## config.mk

```make
export PLATFORM = sky130hd
export DESIGN_NAME = lcd_scanout
export DESIGN_NICKNAME = d
export VERILOG_FILES = /design/src/rtl/lcd_scanout.sv
export SDC_FILE = /design/constraint.sdc
export NUM_CORES = 1
export LEC_CHECK = 0
export CORE_MARGIN = 2
export CORE_UTILIZATION = 44
export DETAILED_ROUTE_END_ITERATION = 6
export PLACE_DENSITY = 0.72
export SLEW_MARGIN = 20
export SYNTH_ARGS = -nofsm -noshare
export SYNTH_HDL_FRONTEND = slang
export SYNTH_SLANG_ARGS = --single-unit
```

## constraint.sdc

```tcl
create_clock -name vramclk -period 4.3 [get_ports vramclk]
set_input_delay 0.43 -clock vramclk [delete_from_list [all_inputs] [get_ports vramclk]]
set_output_delay 0.43 -clock vramclk [all_outputs]
set_load 0.1 [all_outputs]
```

## src/rtl/lcd_scanout.sv

```systemverilog
// rtl/lcd_scanout.sv - DMG LCD scan-out: reads the 2-bit frame from VRAM and drives the panel timing
//
// Ports:
//   vramclk      single clock for the whole block
//   rst_n        asynchronous active-low reset
//   vramrdaddr   VRAM read address {ypos[7:0], xpos[7:0]}, held between reads
//   vramrden     VRAM read enable, one cycle per active pixel slot
//   vramrddata   VRAM read data, valid the cycle after vramrden
//   lcd_cp       pixel clock, panel samples lcd_d on its rising edge
//   lcd_d        pixel data LD1:LD0
//   lcd_st       line-start marker (slot 0 of active lines)
//   lcd_cpl      line latch (first blank slot of active lines)
//   lcd_s        vertical sync (whole of line 0)
//   lcd_fr       drive polarity, toggles at the start of every line
//   frame_start  one-cycle pulse at the start of each frame
module lcd_scanout #(
    parameter int H_ACTIVE = 160,
    parameter int H_BLANK  = 48,
    parameter int V_ACTIVE = 144,
    parameter int V_BLANK  = 10,
    parameter int CLK_DIV  = 4,
    parameter int INVERT   = 0
) (
    input  logic        vramclk,
    input  logic        rst_n,
    output logic [15:0] vramrdaddr,
    output logic        vramrden,
    input  logic [1:0]  vramrddata,
    output logic        lcd_cp,
    output logic [1:0]  lcd_d,
    output logic        lcd_st,
    output logic        lcd_cpl,
    output logic        lcd_s,
    output logic        lcd_fr,
    output logic        frame_start
);

    localparam int H_TOTAL = H_ACTIVE + H_BLANK;
    localparam int V_TOTAL = V_ACTIVE + V_BLANK;
    localparam int DW = $clog2(CLK_DIV);
    localparam int HW = $clog2(H_TOTAL);
    localparam int VW = $clog2(V_TOTAL);

    localparam logic [DW-1:0] DIV_LAST = DW'(CLK_DIV - 1);
    localparam logic [DW-1:0] DIV_SHOW = DW'(2);
    localparam logic [DW-1:0] CP_FIRST = DW'(CLK_DIV / 2 + 1);
    localparam logic [HW-1:0] H_LAST   = HW'(H_TOTAL - 1);
    localparam logic [HW-1:0] H_ACT    = HW'(H_ACTIVE);
    localparam logic [VW-1:0] V_LAST   = VW'(V_TOTAL - 1);
    localparam logic [VW-1:0] V_ACT    = VW'(V_ACTIVE);

    // run_q is clear for exactly one edge after reset so that the first edge
    // presents slot (0,0,0) instead of advancing past it.
    logic          run_q;
    logic [DW-1:0] div_q, div_d;
    logic [HW-1:0] hpos_q, hpos_d;
    logic [VW-1:0] vpos_q, vpos_d;

    logic [15:0]   addr_q, addr_d;
    logic          rden_q, rden_d;
    logic          cp_q, cp_d;
    logic [1:0]    pix_q, pix_d;
    logic          st_q, st_d;
    logic          cpl_q, cpl_d;
    logic          s_q, s_d;
    logic          fr_q, fr_d;
    logic          fs_q, fs_d;

    logic          active_d;
    logic          line_start_d;
    logic [1:0]    pix_in;

    assign pix_in = (INVERT != 0) ? ~vramrddata : vramrddata;

    always_comb begin
        div_d  = div_q;
        hpos_d = hpos_q;
        vpos_d = vpos_q;
        if (run_q) begin
            if (div_q == DIV_LAST) begin
                div_d = '0;
                if (hpos_q == H_LAST) begin
                    hpos_d = '0;
                    vpos_d = (vpos_q == V_LAST) ? '0 : vpos_q + 1'b1;
                end else begin
                    hpos_d = hpos_q + 1'b1;
                end
            end else begin
                div_d = div_q + 1'b1;
            end
        end
    end

    // Outputs are derived from the next-state counters so that, once registered,
    // they line up with the counter values held in the same cycle.
    always_comb begin
        active_d     = (hpos_d < H_ACT) && (vpos_d < V_ACT);
        line_start_d = (div_d == '0) && (hpos_d == '0);
        rden_d       = active_d && (div_d == '0);
        addr_d       = rden_d ? {8'(vpos_d), 8'(hpos_d)} : addr_q;
        cp_d         = active_d && (div_d >= CP_FIRST);
        st_d         = active_d && (hpos_d == '0);
        cpl_d        = (hpos_d == H_ACT) && (vpos_d < V_ACT);
        s_d          = (vpos_d == '0);
        fr_d         = line_start_d ? ~fr_q : fr_q;
        fs_d         = line_start_d && (vpos_d == '0);
        pix_d        = pix_q;
        // Moving into div 2 means the current cycle is div 1, when the read
        // data is valid; blank slots load 0 instead.
        if (div_d == DIV_SHOW) begin
            pix_d = active_d ? pix_in : 2'b00;
        end
    end

    always_ff @(posedge vramclk or negedge rst_n) begin
        if (!rst_n) begin
            run_q  <= 1'b0;
            div_q  <= '0;
            hpos_q <= '0;
            vpos_q <= '0;
            addr_q <= '0;
            rden_q <= 1'b0;
            cp_q   <= 1'b0;
            pix_q  <= 2'b00;
            st_q   <= 1'b0;
            cpl_q  <= 1'b0;
            s_q    <= 1'b0;
            fr_q   <= 1'b0;
            fs_q   <= 1'b0;
        end else begin
            run_q  <= 1'b1;
            div_q  <= div_d;
            hpos_q <= hpos_d;
            vpos_q <= vpos_d;
            addr_q <= addr_d;
            rden_q <= rden_d;
            cp_q   <= cp_d;
            pix_q  <= pix_d;
            st_q   <= st_d;
            cpl_q  <= cpl_d;
            s_q    <= s_d;
            fr_q   <= fr_d;
            fs_q   <= fs_d;
        end
    end

    assign vramrdaddr  = addr_q;
    assign vramrden    = rden_q;
    assign lcd_cp      = cp_q;
    assign lcd_d       = pix_q;
    assign lcd_st      = st_q;
    assign lcd_cpl     = cpl_q;
    assign lcd_s       = s_q;
    assign lcd_fr      = fr_q;
    assign frame_start = fs_q;

endmodule
```

# Word-level counts from Yosys, hierarchy flattened
# Cells that the tools add are included.
# Widths: inputs -> output; s select.
# totals
register_bits	44
# op_classes
n_reduce_logical	10
eq_ne	5
muxes	10
n_addsub	3
bitwise_logic	1
order_cmp	3
# ops
op	n
$mux 8	7
$eq 8x8->1 const B	3
$add 8x1->8 const B	2
$logic_not 8->1	2
$lt 8x8->1 const B	2
$logic_and 1x1->1	7
$mux 2	3
$eq 2x2->1 const B	2
$add 2x1->2 const B	1
$ge 2x2->1 const B	1
$logic_not 2->1	1
$not 1->1	1

# Depth between registers and ports, before layout
# Gate-level depths: netlist (run 1).
# logic_depth
ltp_word	8
depth_mapped	9
ltp_nobuf	8

# Worst setup path after synthesis (run 1)
# No wires, ideal clock.
# synth_path
path_type	reg2reg
from	register hpos_q[0]
to	register addr_q[0] (netlist: vramrdaddr[0])
path_buffers	1
path_stages_with_launch	9
setup_time_ns	0.125
required_time_ns	4.175
setup_slack_ns	1.718
arrival_ns	2.456
synth_period_minus_slack_ns	2.582
path_cell_list	dfrtp_1 ha_1 nand3_1 or4_4 or3_4 a21oi_4 o21ai_2 buf_6 mux2_4
# synth_via
elab_chain_cells	7
# synth_rtl
element	line	text
start: declaration	56	logic [HW-1:0] hpos_q, hpos_d;
start signal: assignment	133	hpos_q <= hpos_d;
$add 8x1->8 or $eq 8x8->1 (tied branches)	86, 82	
$mux 8	82	if (hpos_q == H_LAST) begin
$mux 8	80	if (div_q == DIV_LAST) begin
$mux 8	79	if (run_q) begin
$lt 8x8->1	97	active_d = (hpos_d < H_ACT) && (vpos_d < V_ACT);
$logic_and 1x1->1	97	
$logic_and 1x1->1	99	rden_d = active_d && (div_d == '0);
end signal: assignment	135	addr_q <= addr_d;
end: declaration	59	logic [15:0] addr_q, addr_d;
# Parallel ways exist; a longest one is shown, timed or not.
# A chain may end at the register's enable or synchronous reset.

# Worst setup path after layout (run 1)
# layout_path
from	register hpos_q[4]
to	register addr_q[11] (netlist: vramrdaddr[11])
# The elaborated chain is that of the path after synthesis.

==> flow_summary_export.csv, run 1 <==
group,metric,value,unit
power_and_ir_drop,combPwrFrac,50.8,%
floorplanning,rows,26,
cells_and_area,final_cell_mix,"dfrtp_1, clkdlybuf4s50_1, nand2_1",
power_and_ir_drop,p_int,0.848,mW
yosys,synth_edf_count,0,
cells_and_area,final_util,52.9,%
detailed_routing,drt-pass1-iter-count,4,
critical_path,cp_max_fo,14,
floorplanning,core,0.00507,mm2
global_routing,antenna_found_initial,0,
critical_path,crit_required,4.48,ns
cells_and_area,antenna_cells,0,
floorplanning,io_pins,29,
place,portBuffers,28,
detailed_routing,antenna_left,0,
yosys,syn_area_per_cell,10.3,um2
timing,finalSetupViolations,0,
yosys,synth.top_cells.by_area,"dfrtp_1, mux2_4, nand2_1",
power_and_ir_drop,vdd_ir_drop_max,0.458,mV
cells_and_area,fillerInstances,482,
clocking,worstSkewPairLatency,0.30,ns
timing,rsz0062_at_grt,"no",
power_and_ir_drop,switching_share,48.2,%
yosys,synthArstFlopShare,100,%
flow_run,maxCapViolations,0,
clocking,tritoncts,"done",
cells_and_area,final_nets,256,
yosys,synth_top_area_cell,"dfrtp_1",
detailed_routing,vias,1716,
critical_path,critPathMaxStageDelay,0.58,ns
cells_and_area,regArea,0.00110,mm2
clocking,post-cts-setup-buffers,0,
critical_path,arrival,3.50,ns
yosys,synthDistinctLibCells,52,
clocking,ctsResizeCount,0,
global_routing,grt_max_degree,45,
detailed_routing,vias_per_cell,5.40,
detailed_routing,wirelength,4710,um
power_and_ir_drop,p_sw,0.788,mW
power_and_ir_drop,p_seq_share,33.8,%
detailed_routing,drt_first_iter_violations,137,
yosys,syn_nets,230,
critical_path,cpMaxStageDelayCell,"nor4_1",
floorplanning,die_x,76.1,um
yosys,synth_seq_area_share,48.2,%
timing,setup_ws,0.987,ns
detailed_routing,wl_per_cell,14.8,um
yosys,ys_ff_latch,44,
outcome,outcome,"finished, final reports clean",
global_routing,grt_pass1_vias,1654,
detailed_routing,drc,0,
cells_and_area,layout-drive-gt1-share,10.5,%
floorplanning,dieHeight,76.1,um
yosys,yosys.area.top_type_share,48.2,%
yosys,synth_warnings,0,
min_path,hp-class,"primary input to async pin",
global_routing,overflow,0,
power_and_ir_drop,clkPwrFrac,15.4,%
cells_and_area,mostFrequentLayoutCell,"dfrtp_1",
critical_path,crit_path_cell_trace,"nand4bb_1 -> nor4_1 -> and4_1 -> o21bai_1 -> o21ai_2 -> buf_4 -> mux2_1",
power_and_ir_drop,cellPowerDensity,609,mW/mm2
cells_and_area,design_area,0.00268,mm2
clocking,numCtsBuffers,5,
clocking,cts.sink_count,44,
global_routing,grt_first_pass_wirelength,7950,um
place,pre_cts_slack,1.00,ns
timing,fin_tns_setup,0,ns
yosys,syn_inst,222,
timing,fin_crit_sh,77.0,%
critical_path,endpoint_kind,"flip-flop",
critical_path,criticalPathCategory,"flip-flop to flip-flop",
clocking,htreeDepth,2,
critical_path,cp-start-kind,"flip-flop",
timing,max_slew_margin,34.6,%
timing,fin_crit,3.31,ns
timing,drv_slew,0,
clocking,cts.clk_slew.worst_paths,0.08,ns
floorplanning,start_util,45.0,%
place,hpwl,3420,um
yosys,synthFlopType,"dfrtp_1",
cells_and_area,multi_input_area,0.00108,mm2
timing,fmax,0.302,GHz
clocking,hold_buffers,0,
timing,clock_skew,0.00567,ns
floorplanning,die_area,0.00579,mm2
clocking,clockRootBuffer,"clkbuf_8",
place,place_area,0.00260,mm2
power_and_ir_drop,leakage,1.17,nW
global_routing,grt_util_all_layers,17.4,%
place,gp_congestion,0.849,
timing,hold_violations,0,
timing,holdWs,0.264,ns
cells_and_area,synthToLayoutAreaGrowth,17.5,%
timing,tightestPinTransition,0.978,ns
clocking,clockBufferDepth,2,
yosys,syn_area,0.00228,mm2
final timing paths:
path | start | endpoint | slack (ns) | cells past startpoint
setup / recovery | hpos_q[4] | vramrdaddr[11] | 0.99 | 7
hold / removal | rst_n | vpos_q[7] | 0.26 | 1
setup reg to reg | hpos_q[4] | vramrdaddr[11] | 0.99 | 7
hold reg to reg | lcd_fr | lcd_fr | 0.49 | 1
max in group asynchronous | rst_n | lcd_cpl | 3.47 | 1
min in group vramclk | lcd_fr | lcd_fr | 0.49 | 1
metrics by stage:
step                      total power, mW  std cells
after floorplan                      1.22        222
after global placement               1.39        311
after global routing                 1.73        318
final                                1.64        318
after detailed placement             1.39        311
after CTS                            1.65        318
sequential cells by signal, summed over array words and instances, names as in the netlist:
register	count
frame_start	1
lcd_d	2
lcd_cpl	1
vpos_q	8
vramrden	1
div_q	2
vramrdaddr	16
run_q	1
lcd_cp	1
lcd_s	1
lcd_fr	1
hpos_q	8
lcd_st	1
kinds of logic (layout without fill, tap and decap cells):
| family | count (synthesis) | after routing | synth area share [%] |
|---|---|---|---|
| multiplexers | 15 | 15 | 8.82 |
| flip-flops | 44 | 44 | 48.2 |
| XOR/XNOR | 11 | 11 | 4.22 |
| other | 1 | 1 | 0.164 |
| AND/OR/NAND/NOR | 81 | 81 | 18.8 |
| adder cells (fa/ha/maj) | 4 | 4 | 2.19 |
| buffers and inverters | 23 | 49 | 4.44 |
| AO/OA/AOI/OAI | 43 | 43 | 13.1 |
cells in the mapped netlist (5+ instances only):
master and instances:
a21oi_1 6, and2_1 5, clkbuf_1 5, dfrtp_1 44
inv_1 11, mux2_1 5, mux2_4 9, nand2_1 19
nand3_1 10, nor2_1 14, nor3_1 8, o21ai_0 7
o21ai_1 5, xnor2_1 7
cell type report:
cell class              count  share of cell area [%]
clock buffers               5                    2.56
clock inverters             2                   0.466
inverters                  13                    1.82
multi-input cells         155                    40.3
flip-flops and latches     44                    41.0
well taps                  70                    3.26
repair buffers             29                    10.5
critical path, delay by kind of cell, from the launching register on:
kind	cells	cell delay, ns
multiplexers	1	0.34
AO/OA/AOI/OAI	2	0.73
flip-flops	1	0.51
buffers and inverters	1	0.30
AND/OR/NAND/NOR	3	1.32
power by group through the flow:
stage / clock, mW / sequential [mW] / combinational (mW)
6_report: 0.251 / 0.553 / 0.831
5_1_grt: 0.277 / 0.568 / 0.882
4_1_cts: 0.261 / 0.554 / 0.837
3_5_place_dp: 0 / 0.561 / 0.832
3_3_place_gp: 0 / 0.561 / 0.825
2_1_floorplan: 0 / 0.894 / 0.323
per-layer routing:
metal / track usage, % / wire, um / up-vias
li1: - / - / 841
met3: 3.67 / 281 / 5
met2: 26.8 / 2200 / 49
met4: 6.73 / 53 / 0
met1: 24.2 / 2180 / 821
met5: 0 / 0 / -
No activity file was read; power rests on OpenSTA's default activity.
==> inputs of run 2 (changes only) <==
--- a/config.mk
+++ b/config.mk
@@ -8,7 +8,7 @@
 export CORE_MARGIN = 2
 export CORE_UTILIZATION = 44
 export DETAILED_ROUTE_END_ITERATION = 6
-export PLACE_DENSITY = 0.72
+export PLACE_DENSITY = 0.74
 export SLEW_MARGIN = 20
 export SYNTH_ARGS = -nofsm -noshare
 export SYNTH_HDL_FRONTEND = slang
==> constraint.sdc (replaced) <==
create_clock -name vramclk -period 3 [get_ports vramclk]
set_input_delay 0.3 -clock vramclk [delete_from_list [all_inputs] [get_ports vramclk]]
set_output_delay 0.3 -clock vramclk [all_outputs]
set_load 0.1 [all_outputs]
==> flow_summary_export.csv, run 2 (synthesized netlist as in run 1, its figures left out) <==
group,metric,value,unit
timing,fmax,0.362,GHz
place,pre_cts_slack,0.270,ns
critical_path,arrival,2.95,ns
detailed_routing,wirelength,4810,um
place,hpwl,3440,um
clocking,numCtsBuffers,5,
detailed_routing,vias,1772,
cells_and_area,mostFrequentLayoutCell,"dfrtp_1",
cells_and_area,final_cell_mix,"dfrtp_1, buf_4, nand2_1",
clocking,hold_buffers,0,
power_and_ir_drop,cellPowerDensity,896,mW/mm2
critical_path,critPathLaunch,"hpos_q[0]",
timing,fin_crit_sh,92.0,%
global_routing,grt_first_pass_wirelength,8220,um
clocking,ctsResizeCount,0,
timing,setup_ws,0.239,ns
critical_path,crit_path_cell_trace,"ha_1 -> nand3_1 -> or4_4 -> or3_4 -> a21oi_4 -> o21ai_2 -> buf_12 -> mux2_1",
global_routing,antenna_found_initial,0,
cells_and_area,fillerInstances,472,
critical_path,cpMaxStageDelayCell,"or4_4",
timing,drv_slew,0,
timing,max_slew_margin,35.8,%
critical_path,reg2reg_depth,8,
critical_path,rr_endpoint,"vramrdaddr[11]",
cells_and_area,final_cells,328,
cells_and_area,antenna_cells,0,
critical_path,crit_family,"simple AND/OR/NAND/NOR gates",
global_routing,grt_max_degree,45,
global_routing,overflow,0,
place,gp_congestion,0.880,
detailed_routing,antenna_left,0,
critical_path,critPathMaxStageDelay,0.55,ns
timing,tightestPinTransition,0.961,ns
cells_and_area,largest_register_ffs,16,
cells_and_area,final_nets,265,
clocking,cts.sink_count,44,
floorplanning,io_pins,29,
clocking,htreeDepth,2,
critical_path,cp_num_buf_inv,1,
floorplanning,core,0.00507,mm2
place,portBuffers,28,
timing,rsz0062_at_grt,"no",
power_and_ir_drop,p_total,2.45,mW
clocking,worstSkewPairLatency,0.30,ns
floorplanning,start_util,45.0,%
detailed_routing,drc,0,
detailed_routing,wl_per_cell,14.7,um
detailed_routing,drt-pass1-iter-count,4,
critical_path,cp_max_fo,11,
timing,clock_skew,0.00547,ns
flow_run,maxCapViolations,0,
timing,holdWs,-0.0237,ns
timing,hold_violations,44,
clocking,clockRootBuffer,"clkbuf_8",
outcome,outcome,"finished, violations left",
place,place_area,0.00263,mm2
global_routing,grt_pass1_vias,1701,
timing,fin_crit,2.76,ns
clocking,clockBufferDepth,2,
floorplanning,dieHeight,76.1,um
critical_path,r2r_setup_slack,0.24,ns
detailed_routing,drt_first_iter_violations,153,
critical_path,cp-start-kind,"flip-flop",
cells_and_area,layout-drive-gt1-share,21.7,%
detailed_routing,maxUsedRoutingLayer,"met4",
critical_path,criticalPathCategory,"flip-flop to flip-flop",
timing,fin_tns_setup,0,ns
floorplanning,die_x,76.1,um
power_and_ir_drop,vdd_ir_drop_max,0.759,mV
critical_path,crit_required,3.18,ns
min_path,hp-class,"primary input to async pin",
cells_and_area,design_area,0.00274,mm2
cells_and_area,synthToLayoutAreaGrowth,19.9,%
critical_path,endpoint_kind,"flip-flop",
power_and_ir_drop,leakage,1.27,nW
detailed_routing,wl_met2,2260,um
critical_path,reg2reg_from,"hpos_q[0]",
global_routing,grt_util_all_layers,17.8,%
cells_and_area,final_util,54.0,%
floorplanning,rows,26,
timing,finalSetupViolations,0,
floorplanning,die_area,0.00579,mm2
detailed_routing,vias_per_cell,5.40,
clocking,post-cts-setup-buffers,0,
outcome,violations,"negative hold slack",
detailed_routing,wl_met1,2290,um
place,dpl.cell_count,320,
clocking,tritoncts,"done",
detailed_routing,wl_met3,184,um
clocking,cts.clk_slew.worst_paths,0.08,ns
run 2: changes by cell type in the layout (fill, tap and decap cells not counted):
| cell | change |
|---|---|
| buf_4 | +30 |
| clkbuf_1 | +1 |
| clkinvlp_4 | -1 |
| buf_12 | +1 |
| buf_2 | -1 |
| bufinv_16 | +1 |
| clkdlybuf4s50_1 | -21 |
run 2: cell type report:
class | count | area (um2) | share of cell area [%]
clock inverters | 2 | 35.0 | 1.28
multi-input cells | 155 | 1080 | 39.5
repair buffers | 38 | 313 | 11.4
clock buffers | 6 | 72.6 | 2.65
flip-flops and latches | 44 | 1100 | 40.2
inverters | 13 | 48.8 | 1.78
well taps | 70 | 87.6 | 3.20
run 2: power breakdown:
part	total (mW)	switching (mW)	internal [mW]
registers	0.788	0.0831	0.704
logic	1.22	0.852	0.366
clock network	0.449	0.202	0.247
run 2: metal layers:
metal	up-vias	global-route usage, %
li1	858	-
met3	8	3.55
met2	45	26.8
met4	0	6.73
met1	861	25.4
met5	-	0
run 2: how the worst max path moves through the flow:
stage | cells after the start | end | slack (ns)
detailed placement | 8 | vramrdaddr[11] | 0.27
finish | 8 | vramrdaddr[11] | 0.24
floorplan | 8 | vramrdaddr[0] | 0.42
global placement | 8 | vramrdaddr[11] | 0.34
global route | 8 | vramrdaddr[11] | 0.10
CTS | 8 | vramrdaddr[11] | 0.25
==> inputs of run 3 (changes only) <==
--- a/config.mk
+++ b/config.mk
@@ -8,7 +8,8 @@
 export CORE_MARGIN = 2
 export CORE_UTILIZATION = 44
 export DETAILED_ROUTE_END_ITERATION = 6
-export PLACE_DENSITY = 0.74
+export PLACE_DENSITY = 0.68
+export SETUP_SLACK_MARGIN = 0.05
 export SLEW_MARGIN = 20
 export SYNTH_ARGS = -nofsm -noshare
 export SYNTH_HDL_FRONTEND = slang
==> flow_summary_export.csv, run 3 (synthesized netlist as in run 1, its figures left out) <==
group,metric,value,unit
global_routing,grt_first_pass_wirelength,7980,um
power_and_ir_drop,p_int,1.34,mW
cells_and_area,final_cell_mix,"dfrtp_1, buf_4, nand2_1",
detailed_routing,wirelength,4540,um
power_and_ir_drop,clkPwrFrac,19.7,%
floorplanning,die_area,0.00579,mm2
power_and_ir_drop,leakage,1.27,nW
power_and_ir_drop,cellPowerDensity,893,mW/mm2
critical_path,reg2reg_depth,8,
critical_path,critPathLaunch,"hpos_q[0]",
critical_path,reg2reg_from,"hpos_q[0]",
global_routing,grtUsageMet2,25.4,%
min_path,hp-class,"primary input to async pin",
power_and_ir_drop,combPwrFrac,48.2,%
global_routing,grt_pass1_vias,1641,
global_routing,grt_util_all_layers,16.9,%
place,gp_congestion,0.891,
clocking,cts.clk_slew.worst_paths,0.08,ns
global_routing,busiest_layer,"met2",
cells_and_area,layout-drive-gt1-share,22.1,%
cells_and_area,fillerInstances,486,
floorplanning,dieHeight,76.1,um
floorplanning,io_pins,29,
cells_and_area,regArea,0.00110,mm2
detailed_routing,vias,1738,
timing,tightestPinTransition,0.971,ns
global_routing,groute.layer.met3.usage,2.96,%
cells_and_area,final_nets,265,
clocking,cts.sink_count,44,
detailed_routing,antenna_left,0,
timing,fin_crit,2.74,ns
clocking,clockRootBuffer,"clkbuf_8",
timing,hold_violations,0,
global_routing,antenna_found_initial,0,
cells_and_area,mostFrequentLayoutCell,"dfrtp_1",
global_routing,grt_max_degree,45,
place,portBuffers,28,
timing,max_slew_margin,35.1,%
detailed_routing,drt_first_iter_violations,237,
critical_path,arrival,2.91,ns
timing,fin_crit_sh,91.3,%
clocking,post-cts-setup-buffers,0,
timing,clock_skew,0.00751,ns
timing,fin_tns_setup,0,ns
timing,finalSetupViolations,0,
critical_path,cp_max_fo,8,
clocking,tritoncts,"done",
timing,fmax,0.365,GHz
clocking,clockBufferDepth,2,
timing,drv_slew,0,
clocking,worstSkewPairLatency,0.29,ns
global_routing,met1_usage,24.6,%
global_routing,overflow,0,
flow_run,maxCapViolations,0,
power_and_ir_drop,p_sw,1.11,mW
cells_and_area,synthToLayoutAreaGrowth,20.1,%
timing,rsz0062_at_grt,"no",
cells_and_area,antenna_cells,0,
clocking,htreeDepth,2,
clocking,hold_buffers,0,
place,place_area,0.00262,mm2
cells_and_area,largest_register_ffs,16,
floorplanning,rows,26,
critical_path,endpoint_kind,"flip-flop",
floorplanning,die_x,76.1,um
timing,holdWs,0.139,ns
critical_path,crit_required,3.17,ns
detailed_routing,wl_per_cell,13.8,um
clocking,numCtsBuffers,5,
outcome,outcome,"finished, final reports clean",
critical_path,cp-start-kind,"flip-flop",
timing,setup_ws,0.261,ns
place,hpwl,3390,um
clocking,ctsResizeCount,0,
place,pre_cts_slack,0.270,ns
power_and_ir_drop,vdd_ir_drop_max,0.636,mV
critical_path,r2r_setup_slack,0.26,ns
detailed_routing,drt-pass1-iter-count,4,
critical_path,rr_endpoint,"vramrdaddr[8]",
cells_and_area,multi_input_area,0.00108,mm2
critical_path,crit_end,"vramrdaddr[8]",
detailed_routing,vias_per_cell,5.30,
power_and_ir_drop,switching_share,45.3,%
critical_path,criticalPathCategory,"flip-flop to flip-flop",
floorplanning,core,0.00507,mm2
detailed_routing,drc,0,
cells_and_area,design_area,0.00274,mm2
power_and_ir_drop,p_seq_share,32.0,%
floorplanning,start_util,45.0,%
## run 3: worst min path at each step
| stage | cells after the start | endpoint | from | slack (ns) |
|---|---|---|---|---|
| 6_report | 1 | vramrdaddr[11] | rst_n | 0.14 |
| 5_1_grt | 1 | vramrdaddr[11] | rst_n | 0.22 |
| 4_1_cts | 1 | vramrdaddr[11] | rst_n | 0.18 |
| 3_5_place_dp | 1 | lcd_fr | lcd_fr | 0.47 |
| 3_3_place_gp | 1 | lcd_fr | lcd_fr | 0.47 |
| 2_1_floorplan | 0 | div_q[0] | rst_n | 0.004 |
## run 3: cell type report
class | instances | share of cell area (%)
repair buffers | 38 | 10.9
well taps | 70 | 3.19
inverters | 13 | 1.78
flip-flops and latches | 44 | 40.1
clock buffers | 7 | 3.51
multi-input cells | 155 | 39.4
clock inverters | 1 | 1.09
## run 3: power groups by stage
stage          combinational, mW  clock (mW)  sequential [mW]
2_1_floorplan              0.463           0             1.28
3_3_place_gp                1.19           0            0.795
3_5_place_dp                1.19           0            0.797
4_1_cts                     1.19       0.498            0.787
5_1_grt                     1.27       0.525            0.806
6_report                    1.18       0.484            0.786
## run 3: per-stage QoR
stage / instances / total power [mW] / util [%]
after global routing: 328 / 2.60 / 54.1
after CTS: 328 / 2.48 / 54.1
after detailed placement: 320 / 1.99 / 51.6
after floorplan: 222 / 1.74 / -
after global placement: 320 / 1.98 / 51.6
final: 328 / 2.45 / 54.1
## run 3: per-layer routing
metal	wire, um	vias up	share of wire, %
li1	-	860	-
met1	2200	823	48
met2	2060	49	45
met3	220	6	4.9
met4	55	0	1.2
met5	0	-	0
## run 3: worst max-delay path: stages, from the launching register on
cell     delay [ns]
dfrtp_1        0.42
ha_1           0.24
nand3_1        0.20
or4_4          0.55
or3_4          0.40
a21oi_4        0.23
o21ai_2        0.08
buf_4          0.19
mux2_1         0.31
